$ cat src/rtl/lsu_port.sv
// Load/store initiator for one data-memory port: builds word address, byte mask and lane-shifted
// store data, splits word-crossing accesses in two, and aligns/extends returned load data.
module lsu_port #(
  parameter bit ALLOW_MISALIGN = 1'b1
) (
  input  logic        clk,
  input  logic        reset,
  input  logic        req_valid,
  output logic        req_ready,
  input  logic        req_we,
  input  logic [2:0]  req_funct3,
  input  logic [31:0] req_addr,
  input  logic [31:0] req_wdata,
  output logic        rsp_valid,
  output logic [31:0] rsp_data,
  output logic        rsp_err,
  output logic        mem_cen,
  output logic [31:0] mem_addr,
  output logic [3:0]  mem_wmask,
  output logic [31:0] mem_wdata,
  input  logic [31:0] mem_data
);

  typedef enum logic [1:0] {StIdle, StAcc2, StWait} state_e;

  state_e      state_q, state_d;
  logic [31:0] addr_q, addr_d;  // word address of the second access
  logic [31:0] wdata_hi_q, wdata_hi_d;
  logic [31:0] lo_q, lo_d;
  logic [3:0]  mask_hi_q, mask_hi_d;
  logic [2:0]  funct3_q, funct3_d;
  logic [1:0]  off_q, off_d;
  logic        we_q, we_d;
  logic        split_q, split_d;
  logic        rsp_valid_q, rsp_valid_d;
  logic        rsp_err_q, rsp_err_d;
  logic [31:0] rsp_data_q, rsp_data_d;

  logic [2:0]  req_size;
  logic [3:0]  req_base;
  logic        req_mis;
  logic [7:0]  req_mask;
  logic [63:0] req_lanes;
  logic [31:0] req_word;
  logic        accept;
  logic [63:0] ld_pair;
  logic [31:0] ld_word;
  logic [31:0] ld_ext;

  always_comb begin
    case (req_funct3)
      3'b000, 3'b100: begin req_size = 3'd1; req_base = 4'b0001; end
      3'b001, 3'b101: begin req_size = 3'd2; req_base = 4'b0011; end
      default:        begin req_size = 3'd4; req_base = 4'b1111; end
    endcase
  end

  // Bits [7:4] of the widened mask/data are exactly the part that spills into the next word.
  assign req_mis   = ({1'b0, req_addr[1:0]} + req_size) > 3'd4;
  assign req_mask  = {4'b0000, req_base} << req_addr[1:0];
  assign req_lanes = {32'h0, req_wdata} << {req_addr[1:0], 3'b000};
  assign req_word  = {req_addr[31:2], 2'b00};
  assign req_ready = (state_q == StIdle) & ~reset;
  assign accept    = req_valid & req_ready;

  assign ld_pair = split_q ? {mem_data, lo_q} : {32'h0, mem_data};
  assign ld_word = 32'(ld_pair >> {off_q, 3'b000});

  always_comb begin
    case (funct3_q)
      3'b000:  ld_ext = {{24{ld_word[7]}}, ld_word[7:0]};
      3'b001:  ld_ext = {{16{ld_word[15]}}, ld_word[15:0]};
      3'b100:  ld_ext = {24'h0, ld_word[7:0]};
      3'b101:  ld_ext = {16'h0, ld_word[15:0]};
      default: ld_ext = ld_word;
    endcase
  end

  always_comb begin
    state_d     = state_q;
    addr_d      = addr_q;
    wdata_hi_d  = wdata_hi_q;
    lo_d        = lo_q;
    mask_hi_d   = mask_hi_q;
    funct3_d    = funct3_q;
    off_d       = off_q;
    we_d        = we_q;
    split_d     = split_q;
    rsp_valid_d = 1'b0;
    rsp_err_d   = 1'b0;
    rsp_data_d  = 32'h0;
    mem_cen     = 1'b0;
    mem_addr    = 32'h0;
    mem_wmask   = 4'h0;
    mem_wdata   = 32'h0;
    unique case (state_q)
      StIdle: begin
        if (accept) begin
          we_d       = req_we;
          funct3_d   = req_funct3;
          off_d      = req_addr[1:0];
          split_d    = req_mis;
          addr_d     = req_word + 32'd4;
          mask_hi_d  = req_mask[7:4];
          wdata_hi_d = req_lanes[63:32];
          if (req_mis && !ALLOW_MISALIGN) begin
            rsp_valid_d = 1'b1;
            rsp_err_d   = 1'b1;
          end else begin
            mem_cen  = 1'b1;
            mem_addr = req_word;
            if (req_we) begin
              mem_wmask = req_mask[3:0];
              mem_wdata = req_lanes[31:0];
            end
            if (req_mis)     state_d = StAcc2;
            else if (req_we) rsp_valid_d = 1'b1;
            else             state_d = StWait;
          end
        end
      end
      StAcc2: begin
        mem_cen  = 1'b1;
        mem_addr = addr_q;
        if (we_q) begin
          mem_wmask   = mask_hi_q;
          mem_wdata   = wdata_hi_q;
          rsp_valid_d = 1'b1;
          state_d     = StIdle;
        end else begin
          lo_d    = mem_data;
          state_d = StWait;
        end
      end
      StWait: begin
        rsp_valid_d = 1'b1;
        rsp_data_d  = ld_ext;
        state_d     = StIdle;
      end
      default: state_d = StIdle;
    endcase
    // Reset suppresses any access still in flight, including the second half of a split store.
    if (reset) begin
      mem_cen   = 1'b0;
      mem_addr  = 32'h0;
      mem_wmask = 4'h0;
      mem_wdata = 32'h0;
    end
  end

  always_ff @(posedge clk) begin
    if (reset) begin
      state_q     <= StIdle;
      addr_q      <= 32'h0;
      wdata_hi_q  <= 32'h0;
      lo_q        <= 32'h0;
      mask_hi_q   <= 4'h0;
      funct3_q    <= 3'h0;
      off_q       <= 2'h0;
      we_q        <= 1'b0;
      split_q     <= 1'b0;
      rsp_valid_q <= 1'b0;
      rsp_err_q   <= 1'b0;
      rsp_data_q  <= 32'h0;
    end else begin
      state_q     <= state_d;
      addr_q      <= addr_d;
      wdata_hi_q  <= wdata_hi_d;
      lo_q        <= lo_d;
      mask_hi_q   <= mask_hi_d;
      funct3_q    <= funct3_d;
      off_q       <= off_d;
      we_q        <= we_d;
      split_q     <= split_d;
      rsp_valid_q <= rsp_valid_d;
      rsp_err_q   <= rsp_err_d;
      rsp_data_q  <= rsp_data_d;
    end
  end

  assign rsp_valid = rsp_valid_q;
  assign rsp_err   = rsp_err_q;
  assign rsp_data  = rsp_data_q;

endmodule
$ cat config.mk
export PLATFORM = sky130hd
export DESIGN_NAME = lsu_port
export DESIGN_NICKNAME = d
export VERILOG_FILES = /design/src/rtl/lsu_port.sv
export SDC_FILE = /design/constraint.sdc
export NUM_CORES = 1
export LEC_CHECK = 0
export ABC_AREA = 1
export CORE_MARGIN = 3
export CORE_UTILIZATION = 50
export CTS_BUF_LIST = sky130_fd_sc_hd__clkbuf_8 sky130_fd_sc_hd__clkbuf_16
export DETAILED_ROUTE_END_ITERATION = 16
export PLACE_DENSITY = 0.93
export SYNTH_ARGS = -nofsm -noshare
export SYNTH_HDL_FRONTEND = slang
export SYNTH_SLANG_ARGS = --single-unit
export TNS_END_PERCENT = 30
$ cat constraint.sdc
create_clock -name clk -period 3.2 [get_ports clk]
set_clock_uncertainty 0.1 [all_clocks]
set_input_delay 0.64 -clock clk [delete_from_list [all_inputs] [get_ports clk]]
set_output_delay 0.64 -clock clk [all_outputs]
set_load 0.01 [all_outputs]
After elaboration in Yosys (flattened, before gate mapping) --
Cells that the tools add are included.
Storage, ports and cells: bits in registers 142, input bits 103, output and inout bits 104
Cells by class: add/sub/neg operators 2, $lt $le $gt $ge 1, equality and inequality tests 10, shift-type cells 3, mux-type cells 30, bitwise gates (word level) 5, reduce and logical (&&, ||, !) cells 9
Operators by type and width (number):
- $mux 32 | 6
- $pmux 32 s2 | 2
- $pmux 32 s4 | 1
- $mux 64 | 1
- $shl 32x5->64 | 1
- $shr 64x5->32 | 1
- $add 32x3->32 const B | 1
- $mux 4 | 4
- $pmux 4 s2 | 2
- $eq 3x3->1 const B | 4
- $mux 2 | 4
- $shl 4x2->8 | 1
- $eq 3x1->1 const B | 2
- $logic_not 3->1 | 2
- $mux 1 | 6
- $pmux 3 s2 | 1
- $reduce_and 2->1 | 3
- $reduce_or 2->1 | 3
- $pmux 2 s2 | 1
- $add 2x3->3 | 1
- $gt 3x3->1 const B | 1
- $ne 3x3->1 const B | 1
- $not 1->1 | 3
- $pmux 1 s3 | 1
- other kinds (6) | 7

Longest topological paths before layout --
depth in word-level cells 8, mapped depth 12, mapped depth without buffers 10

Least setup slack after synthesis --
No wires, ideal clock.
path kind input to output, start point in reset, end point out mem_wdata[10], data arrival time 1.978 ns, required time 2.460 ns, path slack 0.482 ns, stages 8, cells stage by stage buf_2 > inv_2 > nand2_2 > nor3_4 > nand2_2 > nor2_4 > inv_2 > o21ai_0
Between the ends: word-level cells in the longest chain between the ends 6
RTL lines:
- start, declared | line 7 | input logic reset,
- $not 1->1 | line 63 | assign req_ready = (state_q == StIdle) & ~reset;
- $and 1x1->1 | line 63
- $and 1x1->1 | line 64 | assign accept = req_valid & req_ready;
- $mux 32 | line 98 | if (accept) begin
- $pmux 32 s2 | line 96 | unique case (state_q)
- $mux 32 * | line 143 | if (reset) begin
- end, declared | line 20 | output logic [31:0] mem_wdata,
Every way passes the cells marked *; elsewhere a longest branch is shown, timed or not.

Worst setup path in the final report --
start point in req_addr[0], end point out mem_wdata[23]
Between the ends: word-level cells in the longest chain between the ends 5
RTL lines:
- start, declared | line 12 | input logic [31:0] req_addr,
- $shl 32x5->64 | line 61 | assign req_lanes = {32'h0, req_wdata} << {req_addr[1:0], 3'b000};
- $mux 32 | line 112 | if (req_we) begin
- $mux 32 | line 98
- $pmux 32 s2 | line 96
- $mux 32 | line 143
Every way passes these cells.

==> run metrics <==
Die Area 0.0175 sq mm; All-Layer GR Usage between 30% and 40%; initial DRC count 1488; Die Width about 130 microns; buffers added on ports just over 200; GRT Residual Overflow 0; Post-DP Area 0.0106 sq mm; maxcap violations 0; fraction of layout cells with a size suffix above 1 between 9 and 10%; dpl hpwl 20600 microns; register area share after synthesis 32.8%; Hold-fix buffers, CTS 0; Clk pin slew, worst setup/hold paths 0.06 ns; r2r worst-path depth 9; Final Cycle Share 98.3%; Hold Fails Final Rpt 0; hold path depth 2; CTS tree done; core area 0.0154 sq mm; H-tree levels 4; Yosys warning total 0; RSZ-0062 raised after global routing false; leakage 0.00512 uW; max frequency between 300 and 400 MHz; Ports 207; worst hold margin 0.348 ns; outcome finished clean; Critical Path AT 2.41 ns; nets@finish 1642; die span in y 132 microns; Worst Tran Pin Value 0.963 ns; most common cell after layout, fill and taps aside nand2_1; fin. max-slew vios 0; total CTS buffers 17; power density cells 437 mW/mm^2; CP Class input port to output pin; final instance area 0.0112 sq mm; maximum number of pins on one net before global-route repair 55; Yosys reg bits 131; Num Clock Sinks 131; clk buf depth 2; iteration count of the initial detailed-routing pass 6; Routed WL per cell 17.0 microns; Crit path required time 2.46 ns; Setup crit start kind input port; post-layout min period 3.15 ns; via/cell ratio 5.81; final setup fails 0; post-route ant nets 0; synthesized area 0.00799 sq mm; post-synthesis cell count 1321; via count around 10000; Synth async-reset ratio 0%; Root Buffer Master clkbuf_16; Residual DRC 0; Clk Latency, worst-skew pair about 0.43 ns; most used flip-flop cell after synthesis dfxtp_1; Antenna Cells 0; crit end category output pin; routed wire length 30000 microns; synthesized area per cell 6.05 sq um; VDD IR max ~390 uV; most frequent cells in the layout 399 x nand2_1, 141 x nand3_1, 137 x clkdlybuf4s50_1; Core Rows 45; worst-path fanout max 31; global-route wire length before repair 47700 microns; vias in the first global route 9597; Cell variety after synth 36; Layout area overhead 39.8%; Final Wtd Congestion 0.962; Min-Delay Path Class register to register; Post-synth EDFFs 0; Initial Util 51.8%; slew margin rel. 35.8%; antenna violations before repair 0
path summary, 6_finish.rpt:
| kind | start | to | slack [ns] |
|---|---|---|---|
| worst min-delay path | lo_q[4] | lo_q[4] | 0.35 |
| worst min register to register | lo_q[4] | lo_q[4] | 0.35 |
| worst max register to register | off_q[0] | rsp_data[29] | 0.77 |
| worst max-delay path | req_addr[0] | mem_wdata[23] | 0.05 |
metrics by stage:
stage	worst slack (ns)	instances	total power (uW)	util, %	TNS (ns)
floorplan	0.482	1323	2370	-	0
global placement	-0.286	1723	2820	68.4	-6.94
detailed placement	-0.297	1723	2840	68.4	-8.20
CTS	-0.0858	1758	4860	72.3	-0.355
global route	0.000206	1759	5080	72.4	0
finish	0.0548	1759	4880	72.4	0
Yosys cell counts, types with 3 or more instances:
| cell type | instances | share of area [%] |
|---|---|---|
| o21ai_0 | 117 | 7.3 |
| o211ai_1 | 20 | 1.9 |
| nor2_1 | 114 | 5.4 |
| a31oi_1 | 6 | 0.47 |
| mux2i_1 | 8 | 1.0 |
| buf_4 | 3 | 0.28 |
| buf_1 | 19 | 0.89 |
| or2_2 | 3 | 0.23 |
| dfxtp_1 | 131 | 33 |
| buf_2 | 20 | 1.3 |
| a22oi_1 | 4 | 0.38 |
| nand4_1 | 16 | 1.3 |
| o21a_1 | 13 | 1.2 |
| ha_1 | 3 | 0.47 |
| inv_2 | 6 | 0.28 |
| clkbuf_1 | 48 | 2.3 |
| clkinv_1 | 3 | 0.14 |
| nand2_1 | 400 | 19 |
| nand3_1 | 141 | 8.8 |
| a21oi_1 | 115 | 7.2 |
| nor3_1 | 12 | 0.75 |
| inv_1 | 98 | 4.6 |
state kept, by name (all words and copies together) (netlist names):
signal,flops
lo_q,32
rsp_data,32
addr_q,30
wdata_hi_q,24
funct3_q,3
mask_hi_q,3
off_q,2
state_q,2
rsp_valid,1
split_q,1
we_q,1
power by group:
group	switching [uW]	internal (uW)	total, uW	leakage [uW]
logic	647	435	1080	0.00375
clock network	794	1230	2030	0.000296
registers	50.7	1720	1770	0.00107
total	1490	3390	4880	0.00512
cell type report:
class,instances,area (sq um)
fillers,1253,4260
repair buffers,283,2620
multi-input cells,995,4640
inverters,107,409
well taps,211,264
clock inverters,15,184
flip-flops and latches,131,2620
clock buffers,17,425
worst max-delay path, stage by stage:
cell and delay, ns:
clkdlybuf4s50_1 0.50, clkinv_1 0.17, buf_12 0.21, o21ai_0 0.25, nand2_1 0.13, nand3_1 0.15
dlygate4sd2_1 0.34
per-layer routing:
metal	track usage, %	vias to the layer above	routed length [microns]
met5	0	-	0
met4	15.4	0	1490
met3	10.5	149	3920
met2	54.3	797	13700
met1	40.5	4520	10900
li1	-	4755	-
logic make-up after synthesis:
logic type	Yosys count	share of synthesized area, %
and+or+nand+nor	696	36.4
AOI/OAI and AO/OA	280	18.9
buffers and inverters	197	9.71
DFF	131	32.8
muxes	8	1.00
adders and majority gates	4	0.720
xor gates and xnor gates	4	0.439
other	1	0.0469
repair_timing:
action	CTS	global route
setup endpoints to repair	64	23
setup buffers	3	1
pin swaps	2	3
cloned	0	0
resized for setup	101	8
No activity file was read; power rests on OpenSTA's default activity.
